<file path="src/rtl/pipeline_stall_controller.sv">
// IF/ID register owner and load-use stall / flush / memory-freeze controller with a
// bounded-stall watchdog. Define STALL_PERF_CNT_EN to add the StallCount perf counter.
module pipeline_stall_controller #(
  parameter int unsigned MAX_STALL = 2
) (
  input  logic        Clk,
  input  logic        Reset,
  input  logic        StallReq,
  input  logic        FlushReq,
  input  logic        MemBusy,
  input  logic [31:0] Instr_IF,
  input  logic [31:0] PC4_IF,
  output logic [31:0] Instr_ID,
  output logic [31:0] PC4_ID,
  output logic        Valid_ID,
  output logic        PCWrite,
  output logic        Bubble_EX,
  output logic        FreezeAll
`ifdef STALL_PERF_CNT_EN
  ,
  output logic [15:0] StallCount
`endif
);

  typedef enum logic [1:0] {RUN, STALL, MEMWAIT, RELEASE} state_e;

  localparam logic [4:0] MAX_S = 5'(MAX_STALL);

  state_e      state_q, state_d;
  logic [3:0]  cnt_q, cnt_d;
  logic [31:0] instr_q, instr_d;
  logic [31:0] pc4_q, pc4_d;
  logic        valid_q, valid_d;
  logic [4:0]  cnt_inc;
  logic        stall_cyc;

  // One bit wider so MAX_STALL=15 cannot wrap the comparison.
  assign cnt_inc = {1'b0, cnt_q} + 5'd1;

  always_comb begin
    state_d   = state_q;
    cnt_d     = cnt_q;
    instr_d   = instr_q;
    pc4_d     = pc4_q;
    valid_d   = valid_q;
    PCWrite   = 1'b1;
    Bubble_EX = 1'b0;
    FreezeAll = 1'b0;
    stall_cyc = 1'b0;
    if (!Reset) begin
      PCWrite   = 1'b0;
      Bubble_EX = 1'b1;
    end else if (MemBusy) begin
      PCWrite   = 1'b0;
      FreezeAll = 1'b1;
      stall_cyc = 1'b1;
      state_d   = MEMWAIT;
    end else if (FlushReq) begin
      Bubble_EX = 1'b1;
      instr_d   = 32'h0;
      valid_d   = 1'b0;
      pc4_d     = PC4_IF;
      cnt_d     = 4'd0;
      state_d   = RUN;
    end else if (StallReq && state_q != RELEASE) begin
      PCWrite   = 1'b0;
      Bubble_EX = 1'b1;
      stall_cyc = 1'b1;
      // >= with clamp: a freeze taken in RELEASE leaves the count at MAX_STALL.
      if (cnt_inc >= MAX_S) begin
        cnt_d   = MAX_S[3:0];
        state_d = RELEASE;
      end else begin
        cnt_d   = cnt_inc[3:0];
        state_d = STALL;
      end
    end else begin
      instr_d = Instr_IF;
      pc4_d   = PC4_IF;
      valid_d = 1'b1;
      cnt_d   = 4'd0;
      state_d = RUN;
    end
  end

  always_ff @(posedge Clk) begin
    if (!Reset) begin
      state_q <= RUN;
      cnt_q   <= 4'd0;
      instr_q <= 32'h0;
      pc4_q   <= 32'h0;
      valid_q <= 1'b0;
    end else begin
      state_q <= state_d;
      cnt_q   <= cnt_d;
      instr_q <= instr_d;
      pc4_q   <= pc4_d;
      valid_q <= valid_d;
    end
  end

  assign Instr_ID = instr_q;
  assign PC4_ID   = pc4_q;
  assign Valid_ID = valid_q;

`ifdef STALL_PERF_CNT_EN
  logic [15:0] perf_q, perf_d;

  always_comb begin
    perf_d = perf_q;
    if (stall_cyc && perf_q != 16'hFFFF) perf_d = perf_q + 16'd1;
  end

  always_ff @(posedge Clk) begin
    if (!Reset) perf_q <= 16'h0;
    else        perf_q <= perf_d;
  end

  assign StallCount = perf_q;
`else
  logic unused_stall_cyc;
  assign unused_stall_cyc = stall_cyc;
`endif

endmodule

</file>
<file path="config.mk">
export PLATFORM = sky130hd
export DESIGN_NAME = pipeline_stall_controller
export DESIGN_NICKNAME = d
export VERILOG_FILES = /design/src/rtl/pipeline_stall_controller.sv
export SDC_FILE = /design/constraint.sdc
export NUM_CORES = 1
export LEC_CHECK = 0
export BUFFER_PORTS_ARGS = -buffer_cell sky130_fd_sc_hd__buf_4
export CORE_MARGIN = 3
export CORE_UTILIZATION = 40
export DETAILED_ROUTE_END_ITERATION = 16
export HOLD_SLACK_MARGIN = 0.08
export PLACE_DENSITY = 0.79
export SETUP_SLACK_MARGIN = 0.4
export SLEW_MARGIN = 5
export SYNTH_ARGS = -nofsm -noshare
export SYNTH_HDL_FRONTEND = slang
export SYNTH_SLANG_ARGS = --single-unit
</file>
<file path="constraint.sdc">
create_clock -name Clk -period 1.8 [get_ports Clk]
set_input_delay 0.09 -clock Clk [delete_from_list [all_inputs] [get_ports Clk]]
set_output_delay 0.09 -clock Clk [all_outputs]
set_load 0.005 [all_outputs]
</file>
==> metrics.txt, run 1 <==
number of nets with antenna violations after routing=0; library cell used as clock root buffer=sky130_fd_sc_hd__clkbuf_8; Reg clk slew, reported paths=approximately 80 ps; final count of pins violating max slew=0; TritonCTS Buffers=9; Rel. slew slack=61.0%; vias in the first global route=2,655; area of the multi-input gates=920 sq um; number of hold-slack violations in the final timing report=0; Setup-failing EPs final=0; post-route DRC violation count=0; Final Skew=11.6 ps; post-layout power=3.65 mW; Worst Max-Slew Pin Slew=approximately 580 ps; via count of the routed design=around 2,500; Final #Nets=approximately 470; Antenna Cells=0; area of the placeable core=0.00596 sq mm; category of the worst setup path capture point=register; internal power summed over all cells=2.82 mW; TNS Setup=0 ps; antenna violations before repair=0; number of distinct library cells after synthesis=28; count of standard-cell rows=28; number of ports placed on the die boundary=approximately 140; average footprint of a synthesized cell=about 13 sq um; maximum clock rate=722 MHz; sequential share of the synthesized area=roughly 57%; HPWL after detailed placement=roughly 4700 um; clock tree from TritonCTS=built; Worst VDD drop=0.000661 V; Starting Density=between 40% and 50%; area enclosed by the die boundary=approximately 0.007 sq mm; Post-Place Setup Slack=between 100 and 150 ps; pin count of the biggest net entering global routing=just under 60; CTS HTree Levels=3; type of the tightest min-delay check=input pin to register; DRC marker count from the first detailed-route iteration=~120; Final period util=between 70% and 80%; fraction of layout instances using a drive strength above 1=46.9%; sort of element at the start of the critical path=register; power density over cell area=roughly 810 mW/mm^2; Yosys Warn Count=0; shortest clock period the worst path allows after layout=1390 ps; Filler cells=~380; required time of the critical path=~2000 ps; area grow syn2layout=82.5%; leakage component of the power=a little over 2 nW; result of the run=finished clean; first-pass iteration count of the detailed router=4; worst slack on hold paths=between 100 and 150 ps; Clock Power Share=around two fifths; post-DR wirelength/cell=roughly 18 um; Final GP Congestion=0.776; synthesized flop and latch total=slightly above 70; arrival time reported for the critical path endpoint=~1600 ps; deepest clock path buffer count=2; first-pass GRT wire length=12,900 um; unrepaired setup endpoints after global routing=true; power share of the combinational group=between 15 and 20%; Netlist Area Pre-Place=roughly 0.0025 sq mm; switching part of the total=between 20 and 25%; Sequential Power Share=46.2%; final worst setup slack=approximately 410 ps; latest clock arrival within the worst-skew pair=about 330 ps; Total GRT Usage=a little under a quarter; WS Path Type=register to register; average via count per standard cell=approximately 5.3; Switch Pwr=between 800 and 900 uW; # Max-Cap Violations=0; number of nets produced by synthesis=approximately 260; die outline height=84.6 um; Horiz. Die Dim=roughly 85 um; post-synthesis cell count=~190; Clock Sinks=around 70; highest net fanout along the worst path=7; combined flip-flop and latch cell area=roughly 0.0014 sq mm; drt total wl=around 8300 um; leftover overflow at the end of global routing=0; number of buffer cells added on primary ports=~140
## kinds of logic after synthesis
kind of cell	Yosys count	share of synthesized area, %
AO/OA/AOI/OAI	74	29.7
buffers and inverters	25	6.98
flip-flops	71	57.5
AND/OR/NAND/NOR	15	4.86
adder cells (fa/ha/maj)	2	1.01
## synth_stat cells
master,n,area share [%]
sky130_fd_sc_hd__dfxtp_1,71,57
sky130_fd_sc_hd__a32o_1,64,26
sky130_fd_sc_hd__buf_6,9,4.1
sky130_fd_sc_hd__buf_2,6,1.2
sky130_fd_sc_hd__clkbuf_1,6,0.91
sky130_fd_sc_hd__and2_1,3,0.76
sky130_fd_sc_hd__and3_1,3,0.76
sky130_fd_sc_hd__ha_1,2,1.0
sky130_fd_sc_hd__inv_2,2,0.30
sky130_fd_sc_hd__nand3_1,2,0.40
sky130_fd_sc_hd__o21ai_0,2,0.40
sky130_fd_sc_hd__a2111oi_0,1,0.35
sky130_fd_sc_hd__a211oi_1,1,0.30
sky130_fd_sc_hd__a21boi_2,1,0.46
sky130_fd_sc_hd__a21boi_4,1,0.76
sky130_fd_sc_hd__a21o_1,1,0.30
sky130_fd_sc_hd__a21oi_1,1,0.20
sky130_fd_sc_hd__a31o_2,1,0.35
sky130_fd_sc_hd__and2b_1,1,0.30
sky130_fd_sc_hd__buf_4,1,0.30
sky130_fd_sc_hd__inv_1,1,0.15
sky130_fd_sc_hd__nand2_1,1,0.15
sky130_fd_sc_hd__nor2_1,1,0.15
sky130_fd_sc_hd__nor2b_1,1,0.25
sky130_fd_sc_hd__nor4_4,1,0.86
sky130_fd_sc_hd__nor4b_4,1,0.96
sky130_fd_sc_hd__o41ai_2,1,0.66
sky130_fd_sc_hd__or2_2,1,0.25
## stage by stage
stage / utilization, % / instances / instance area, sq um
final: 75.8 / 474 / 4520
after global routing: 75.8 / 474 / 4520
after CTS: 74.7 / 471 / 4450
after detailed placement: 58.9 / 383 / 3510
after global placement: 58.9 / 383 / 3510
after floorplan: - / 187 / 2470
## state kept, by name, indices dropped and copies added, names as in the netlist
signal / flops
cnt_q: 4
PC4_ID: 32
Valid_ID: 1
Instr_ID: 32
state_q: 2
## power by group through the flow
stage          Clock (mW)  Combinational (mW)  Sequential [mW]
6_report             1.39               0.570             1.68
5_1_grt              1.49               0.613             1.69
4_1_cts              1.42               0.550             1.68
3_5_place_dp            0               0.417             1.71
3_3_place_gp            0               0.408             1.71
2_1_floorplan           0               0.166             1.72
## critical path, stage by stage (launching register included)
cell and delay, ps:
sky130_fd_sc_hd__dfxtp_2 330, sky130_fd_sc_hd__a21boi_4 270, sky130_fd_sc_hd__buf_6 150, sky130_fd_sc_hd__a21boi_4 60, sky130_fd_sc_hd__buf_6 140, sky130_fd_sc_hd__buf_6 120
sky130_fd_sc_hd__a32o_2 220
## layout make-up
class,instances,share of cell area (%)
clock inverter,6,1.86
inverter,3,0.249
clock buffer,10,3.05
tap,75,2.08
multi-input combinational,92,20.4
sequential,71,31.6
timing repair buffer,217,40.8
## final timing paths
path	cells past startpoint	slack, ps	from	end
worst max-delay path	6	410	state_q[0]	PC4_ID[22]
worst min-delay path	2	130	Reset	cnt_q[2]
worst max register to register	6	410	state_q[0]	PC4_ID[22]
worst min register to register	1	490	Valid_ID	Valid_ID
## routing by layer
layer | global-route usage [%] | wire [um] | vias to the layer above | share of wire (%)
li1 | - | - | 1187 | -
met1 | 24.9 | 3210 | 1194 | 39
met2 | 41.3 | 4370 | 108 | 53
met3 | 7.85 | 617 | 8 | 7.4
met4 | 7.63 | 118 | 0 | 1.4
met5 | 0 | 0 | - | 0
## cell usage in the layout (no fill, tap or decap)
cell	synthesis	layout
sky130_fd_sc_hd__nand2_1	1	1
sky130_fd_sc_hd__o21ai_1	0	1
sky130_fd_sc_hd__and2b_1	1	1
sky130_fd_sc_hd__a32o_1	64	63
sky130_fd_sc_hd__o21ai_0	2	1
sky130_fd_sc_hd__nor2_1	1	1
sky130_fd_sc_hd__dfxtp_2	0	3
sky130_fd_sc_hd__buf_12	0	2
sky130_fd_sc_hd__buf_4	1	144
sky130_fd_sc_hd__nand3_1	2	2
sky130_fd_sc_hd__a211oi_1	1	1
sky130_fd_sc_hd__dfxtp_4	0	1
sky130_fd_sc_hd__a21oi_1	1	1
sky130_fd_sc_hd__clkinv_4	0	1
sky130_fd_sc_hd__a21boi_4	1	2
sky130_fd_sc_hd__bufinv_16	0	2
sky130_fd_sc_hd__a21boi_2	1	1
sky130_fd_sc_hd__ha_1	2	1
sky130_fd_sc_hd__ha_4	0	1
sky130_fd_sc_hd__a21o_4	0	1
sky130_fd_sc_hd__dfxtp_1	71	67
sky130_fd_sc_hd__inv_2	2	3
sky130_fd_sc_hd__clkinv_2	0	3
sky130_fd_sc_hd__a31o_2	1	1
sky130_fd_sc_hd__a2111oi_0	1	1
sky130_fd_sc_hd__nor4b_4	1	1
sky130_fd_sc_hd__dlygate4sd3_1	0	64
sky130_fd_sc_hd__a32o_2	0	1
sky130_fd_sc_hd__clkbuf_8	0	10
sky130_fd_sc_hd__nor4_4	1	1
sky130_fd_sc_hd__and2_1	3	3
sky130_fd_sc_hd__buf_6	9	7
sky130_fd_sc_hd__or2_2	1	1
sky130_fd_sc_hd__o41ai_2	1	1
sky130_fd_sc_hd__nor2b_1	1	1
sky130_fd_sc_hd__and3_1	3	3
## repair_timing
action / 4_1_cts / 5_1_grt
hold endpoints to repair: 64 / 0
pin swaps: 3 / 5
cloned: 1 / 0
endpoints found under the setup margin: 68 / 52
setup buffers: 7 / 3
resized for setup: 4 / 14
hold buffers: 64 / 0
Power figures use the tool's default switching activity.
==> run 2, diff against run 1 <==
ABC_AREA = 1   (was unset)
PLACE_DENSITY = 0.82   (was 0.79)
clock period = 1.1 ns   (was 1.8 ns; I/O delays follow)
==> run 2 against run 1 <==
The flow now finishes with violations (hold timing, setup timing). Fmax is essentially flat. Worst setup slack lost 700 ps. Non-clock buffer count grew 28. Design area grew 24%. Via count grew 45%. Cell count grew 37%. Critical path type unchanged. Critical endpoint is now PC4_ID[15]. Count of clock-buffer cells in the layout is the same. Utilization grew 17 points. Synthesized area grew 2.9%. Clock power grew 90%. Sequential cell count is the same. Sequential power grew 69%.
==> metrics.txt, run 2 <==
result of the run=finished, violations left (was finished clean); failing checks=hold timing, setup timing; area grow syn2layout=121% (was 82.5%); cell type with the largest total area after synthesis=sky130_fd_sc_hd__dfxtp_1 (unchanged); cts hold-fix bufs=64 (unchanged); Crit-path slowest cell=sky130_fd_sc_hd__dfxtp_2 (unchanged); synthesized flop and latch total=71 (unchanged); number of distinct library cells after synthesis=18 (was 28); Final Skew=18.9 ps (was 11.6 ps); drt total wl=15,100 um (was 8310 um); deepest clock path buffer count=2 (unchanged); internal power summed over all cells=5.09 mW (was 2.82 mW); vias in the first global route=3,191 (was 2,655); post-DR wirelength/cell=23.2 um (was 17.5 um); Netlist Area Pre-Place=0.00254 sq mm (was 0.00247 sq mm); required time of the critical path=1370 ps (was 2030 ps); HPWL after detailed placement=5180 um (was 4680 um); switching part of the total=26.4% (was 22.7%); post-route DRC violation count=0 (unchanged); most frequent standard cell in the layout excluding fill and tap cells=sky130_fd_sc_hd__nand2_1 (was sky130_fd_sc_hd__buf_4); pin count of the biggest net entering global routing=34 (was 58); CTS HTree Levels=3 (unchanged); TritonCTS Buffers=9 (unchanged); latest clock arrival within the worst-skew pair=340 ps (was 330 ps); via count of the routed design=3,632 (was 2,497); # Max-Cap Violations=0 (unchanged); delay-heaviest family, CP=simple AND/OR/NAND/NOR gates (was compound AO/OA/AOI/OAI gates); Setup-failing EPs final=70 (was 0); clock tree from TritonCTS=built (unchanged); Total GRT Usage=28.7% (was 22.9%); Final #Nets=640 (was 465); first-pass GRT wire length=16,200 um (was 12,900 um); power density over cell area=1230 mW/mm^2 (was 807 mW/mm^2); cells traversed along the worst timing path=nand2_4, nand3_4, nand2_4, nor2_4, buf_4, buf_6, buf_16, nand2_1, nand2_1 (was a21boi_4, buf_6, a21boi_4, buf_6, buf_6, a32o_2); Horiz. Die Dim=85.8 um (was 84.6 um); post-synthesis cell count=329 (was 187); Switch Pwr=1.82 mW (was 828 uW); most instantiated flip-flop cell in the synthesis netlist=sky130_fd_sc_hd__dfxtp_1 (unchanged); sequential share of the synthesized area=55.9% (was 57.5%); Reg clk slew, reported paths=90 ps (was 80 ps); Rel. slew slack=85.7% (was 61.0%); final cell area excluding filler cells=0.00562 sq mm (was 0.00452 sq mm); number of hold-slack violations in the final timing report=1 (was 0); top cell types by occurrence after synthesis=sky130_fd_sc_hd__nand2_1, sky130_fd_sc_hd__dfxtp_1, sky130_fd_sc_hd__nand3_1, sky130_fd_sc_hd__inv_1, sky130_fd_sc_hd__nor2_1 (was sky130_fd_sc_hd__dfxtp_1, sky130_fd_sc_hd__a32o_1, sky130_fd_sc_hd__buf_6, sky130_fd_sc_hd__buf_2, sky130_fd_sc_hd__clkbuf_1); Clock Power Share=38.1% (was 38.2%); CP bufs+invs=3 (unchanged); number of ports placed on the die boundary=137 (unchanged); Clock Sinks=71 (unchanged); number of buffer cells added on primary ports=136 (unchanged); area enclosed by the die boundary=0.00736 sq mm (was 0.00716 sq mm); final core occ=93.3% (was 75.8%); type of the tightest min-delay check=input pin to register (unchanged); shortest clock period the worst path allows after layout=1390 ps (about the same); WS Path Type=register to register (unchanged); fraction of post-synthesis cell area in the top cell type by area=55.9% (was 57.5%); most area-consuming cells after synthesis=sky130_fd_sc_hd__dfxtp_1, sky130_fd_sc_hd__nand2_1, sky130_fd_sc_hd__nand3_1 (was sky130_fd_sc_hd__dfxtp_1, sky130_fd_sc_hd__a32o_1, sky130_fd_sc_hd__buf_6); category of the worst setup path capture point=register (unchanged); EDFF count, synth=0 (unchanged); Final period util=126% (was 77.0%); Async S/R FF share, synth=0% (unchanged); Starting Density=42.2% (was 41.5%); Yosys Warn Count=0 (unchanged); commonest non-fill, non-tap cells in the layout=sky130_fd_sc_hd__nand2_1, sky130_fd_sc_hd__buf_4, sky130_fd_sc_hd__buf_6 (was sky130_fd_sc_hd__buf_4, sky130_fd_sc_hd__dfxtp_1, sky130_fd_sc_hd__dlygate4sd3_1); die outline height=85.8 um (was 84.6 um); final worst setup slack=-287 ps (was 414 ps); Worst Max-Slew Pin Slew=214 ps (was 584 ps); antenna violations before repair=2 (was 0); leakage component of the power=2.87 nW (was 2.03 nW); fraction of layout instances using a drive strength above 1=60.1% (was 46.9%); library cell used as clock root buffer=sky130_fd_sc_hd__clkbuf_8 (unchanged); worst slack on hold paths=-67.7 ps (was 133 ps); average footprint of a synthesized cell=7.74 sq um (was 13.2 sq um); area of the placeable core=0.00603 sq mm (was 0.00596 sq mm); unrepaired setup endpoints after global routing=true (unchanged); most frequent cell after synthesis=sky130_fd_sc_hd__nand2_1 (was sky130_fd_sc_hd__dfxtp_1); highest net fanout along the worst path=8 (was 7); Sequential Power Share=41.1% (was 46.2%); count of standard-cell rows=28 (unchanged); first-pass iteration count of the detailed router=7 (was 4); leftover overflow at the end of global routing=0 (unchanged); number of nets produced by synthesis=400 (was 258); final count of pins violating max slew=0 (unchanged); sort of element at the start of the critical path=register (unchanged); power share of the combinational group=20.8% (was 15.6%); average via count per standard cell=5.59 (was 5.27); maximum clock rate=721 MHz (was 722 MHz); post-layout power=6.91 mW (was 3.65 mW); area of placed instances=0.00370 sq mm (was 0.00351 sq mm); DRC marker count from the first detailed-route iteration=284 (was 118); arrival time reported for the critical path endpoint=1660 ps (was 1610 ps); delay of the slowest critical-path stage=370 ps (was 330 ps); Worst VDD drop=0.00106 V (was 0.000661 V); Final GP Congestion=0.790 (was 0.776); number of nets with antenna violations after routing=0 (unchanged)
run 2: worst paths after layout:
check,cells past startpoint,endpoint,from,slack [ps]
hold reg to reg,2,Instr_ID[2],Instr_ID[2],450
hold / removal,2,state_q[0],MemBusy,-70
setup reg to reg,9,PC4_ID[15],state_q[1],-290
setup / recovery,9,PC4_ID[15],state_q[1],-290
run 2: what timing repair did:
action	4_1_cts	5_1_grt
pin swaps	4	11
gates cloned	3	3
gates resized for setup	151	90
endpoints found under the hold margin	69	8
endpoints found under the setup margin	136	136
buffers inserted	10	21
run 2: per-layer routing:
layer  track usage [%]  part of all wire [%]  vias to the layer above
met4              15.3                   7.4                        2
li1                  -                     -                     1508
met2              52.8                    47                      338
met3              7.11                    10                      107
met5                 0                 0.086                        -
met1              29.8                    35                     1677
run 2: layout make-up:
class | instances | area [sq um]
Inverter | 12 | 72.6
Tap cell | 75 | 93.8
Clock inverter | 6 | 108
Multi-Input combinational cell | 229 | 1250
Fill cell | 182 | 407
Clock buffer | 10 | 138
Sequential cell | 71 | 1520
Antenna cell | 1 | 2.50
Timing Repair Buffer | 245 | 2420
Timing Repair inverter | 1 | 8.76
run 2: cells by family (layout without fill, tap and decap cells):
logic type | after synthesis | after routing | share of synthesized area [%]
buf+inv | 29 | 274 | 6.24
fa+ha+maj | 2 | 2 | 0.983
flops | 71 | 71 | 55.9
other cells | 0 | 1 | 0
compound gates | 2 | 2 | 0.393
simple gates | 225 | 225 | 36.5
run 2: through the flow:
stage	setup slack, ps	cells	setup TNS, ps
final	-287	650	-11320
after global routing	-302	650	-13110
after CTS	-172	625	-5620
after detailed placement	-36.6	532	-267
after global placement	23.2	532	0
after floorplan	57.7	329	0
run 2: power groups by stage:
stage	sequential [mW]	combinational, mW	clock [mW]
final	2.84	1.44	2.64
after global routing	2.85	1.49	2.72
after CTS	2.81	1.10	2.55
after detailed placement	2.82	0.744	0
after global placement	2.82	0.732	0
after floorplan	2.83	0.304	0
==> run 3, diff against run 2 <==
PLACE_DENSITY = 0.79   (was 0.82)
clock period = 1.3 ns   (was 1.1 ns; I/O delays follow)
==> run 3 against run 2 <==
Count of clock-buffer cells in the layout is 2 higher. Critical endpoint is now PC4_ID[5]. Largest power group unchanged. Via count is 11% lower. First-iteration DRC count is 42% lower. The run now ends clean.
==> metrics.txt, run 3 (synthesis gave the netlist of run 2 again) <==
most frequent standard cell in the layout excluding fill and tap cells=sky130_fd_sc_hd__buf_4 (was sky130_fd_sc_hd__nand2_1); area grow syn2layout=103% (was 121%); number of nets with antenna violations after routing=0 (unchanged); HPWL after detailed placement=4960 um (was 5180 um); category of the worst setup path capture point=register (unchanged); crit path from=state_q[0] (was state_q[1]); number of hold-slack violations in the final timing report=0 (was 1); sort of element at the start of the critical path=register (unchanged); antenna violations before repair=0 (was 2); Final #Nets=625 (was 640); Total GRT Usage=23.8% (was 28.7%); Starting Density=42.2% (unchanged); unrepaired setup endpoints after global routing=true (unchanged); required time of the critical path=1530 ps (was 1370 ps); Final Skew=10.7 ps (was 18.9 ps); worst slack on hold paths=93.2 ps (was -67.7 ps); first-pass GRT wire length=13,900 um (was 16,200 um); latest clock arrival within the worst-skew pair=340 ps (about the same); start of the worst register-to-register path=state_q[0] (was state_q[1]); drt total wl=11,400 um (was 15,100 um); deepest clock path buffer count=2 (unchanged); pin count of the biggest net entering global routing=34 (unchanged); power density over cell area=1010 mW/mm^2 (was 1230 mW/mm^2); TritonCTS Buffers=9 (unchanged); post-layout power=5.23 mW (was 6.91 mW); # Max-Cap Violations=0 (unchanged); Worst VDD drop=0.000725 V (was 0.00106 V); final core occ=85.9% (was 93.3%); number of cells in the design after placement=529 (was 532); final count of pins violating max slew=0 (unchanged); Clock Sinks=71 (unchanged); Final period util=99.9% (was 126%); type of the tightest min-delay check=input pin to register (unchanged); die outline height=85.8 um (unchanged); post-route non-filler standard cell count=635 (was 650); Worst Max-Slew Pin Slew=228 ps (was 214 ps); number of ports placed on the die boundary=137 (unchanged); first-pass iteration count of the detailed router=5 (was 7); area of the placeable core=0.00603 sq mm (unchanged); Setup-failing EPs final=0 (was 70); WS Path Type=register to register (unchanged); Horiz. Die Dim=85.8 um (unchanged); shortest clock period the worst path allows after layout=1300 ps (was 1390 ps); post-DR wirelength/cell=17.9 um (was 23.2 um); CTS HTree Levels=3 (unchanged); average via count per standard cell=5.08 (was 5.59); maximum clock rate=770 MHz (was 721 MHz); beginning of the worst hold path=Reset (was MemBusy); DRC marker count from the first detailed-route iteration=165 (was 284); result of the run=finished clean (was finished, violations left); count of standard-cell rows=28 (unchanged); area enclosed by the die boundary=0.00736 sq mm (unchanged); post-route DRC violation count=0 (unchanged); Filler cells=305 (was 182); number of buffer cells added on primary ports=136 (unchanged); via count of the routed design=3,224 (was 3,632); leftover overflow at the end of global routing=0 (unchanged); vias in the first global route=2,881 (was 3,191); fraction of layout instances using a drive strength above 1=47.8% (was 60.1%); leakage component of the power=2.71 nW (was 2.87 nW); clock tree from TritonCTS=built (unchanged); Rel. slew slack=84.8% (was 85.7%); highest net fanout along the worst path=6 (was 8); Final GP Congestion=0.821 (was 0.790); arrival time reported for the critical path endpoint=1530 ps (was 1660 ps); Reg clk slew, reported paths=70 ps (was 90 ps); library cell used as clock root buffer=sky130_fd_sc_hd__clkbuf_8 (unchanged); commonest non-fill, non-tap cells in the layout=sky130_fd_sc_hd__buf_4, sky130_fd_sc_hd__nand2_1, sky130_fd_sc_hd__dlygate4sd3_1 (was sky130_fd_sc_hd__nand2_1, sky130_fd_sc_hd__buf_4, sky130_fd_sc_hd__buf_6)
## run 3: cell count changes in the layout (fill, tap and decap cells not counted), moves of 6 or more
cell / delta
sky130_fd_sc_hd__dfxtp_1: +57
sky130_fd_sc_hd__buf_4: +43
sky130_fd_sc_hd__dfxtp_4: -6
sky130_fd_sc_hd__nand2_2: -6
sky130_fd_sc_hd__buf_6: -62
sky130_fd_sc_hd__dfxtp_2: -51
## run 3: final cells by class
class,instances,area [sq um],area share [%]
clock inverters,3,42.5,0.821
flip-flops and latches,71,1440,27.7
repair inverters,1,16.3,0.314
well taps,75,93.8,1.81
repair buffers,230,2090,40.4
inverters,12,70.1,1.35
clock buffers,12,155,3.00
diodes,2,5.00,0.0966
multi-input cells,229,1270,24.5
## run 3: per-layer routing
layer  global-route usage, %  wire [um]  vias up
li1                        -          -     1479
met1                    27.2       4160     1527
met2                    42.6       6010      187
met3                    5.96        885       31
met4                    9.21        320        0
met5                       0          0        -
## run 3: worst max-delay path, cell delays in order (launching register included)
cell and delay, ps:
sky130_fd_sc_hd__dfxtp_2 350, sky130_fd_sc_hd__nand2_4 60, sky130_fd_sc_hd__nand3_4 70, sky130_fd_sc_hd__nand2_4 70, sky130_fd_sc_hd__buf_6 140, sky130_fd_sc_hd__nand2_8 90, sky130_fd_sc_hd__clkinv_8 100, sky130_fd_sc_hd__clkbuf_16 170
sky130_fd_sc_hd__nand2_1 70, sky130_fd_sc_hd__nand2_1 70
## run 3: path summary, 6_finish.rpt
kind / slack, ps / cells after the start / end
setup / recovery: 1 / 9 / PC4_ID[5]
hold / removal: 90 / 3 / Instr_ID[26]
setup reg to reg: 1 / 9 / PC4_ID[5]
hold reg to reg: 450 / 2 / Instr_ID[3]
## run 3: where the power goes
group / switching (mW) / total (mW) / internal (mW)
Combinational: 0.449 / 1.05 / 0.602
Sequential: 0.0847 / 2.37 / 2.28
Clock: 0.832 / 1.81 / 0.980
## run 3: repair_timing
item                                    4_1_cts  5_1_grt
resized for setup                            21       96
endpoints found under the setup margin       71       78
hold buffers                                 67        0
buffers inserted                              8        5
pin swaps                                     8       18
endpoints found under the hold margin        69        0
gates cloned                                  2        7
## run 3: metrics by stage
| stage | TNS (ps) | area (sq um) | setup slack, ps |
|---|---|---|---|
| 4_1_cts | 0 | 4700 | 55.5 |
| 3_5_place_dp | 0 | 3660 | 79.8 |
| 3_3_place_gp | 0 | 3660 | 185 |
| 2_1_floorplan | 0 | 2630 | 258 |
| 6_report | 0 | 5180 | 1.17 |
| 5_1_grt | -827 | 5170 | -69.1 |
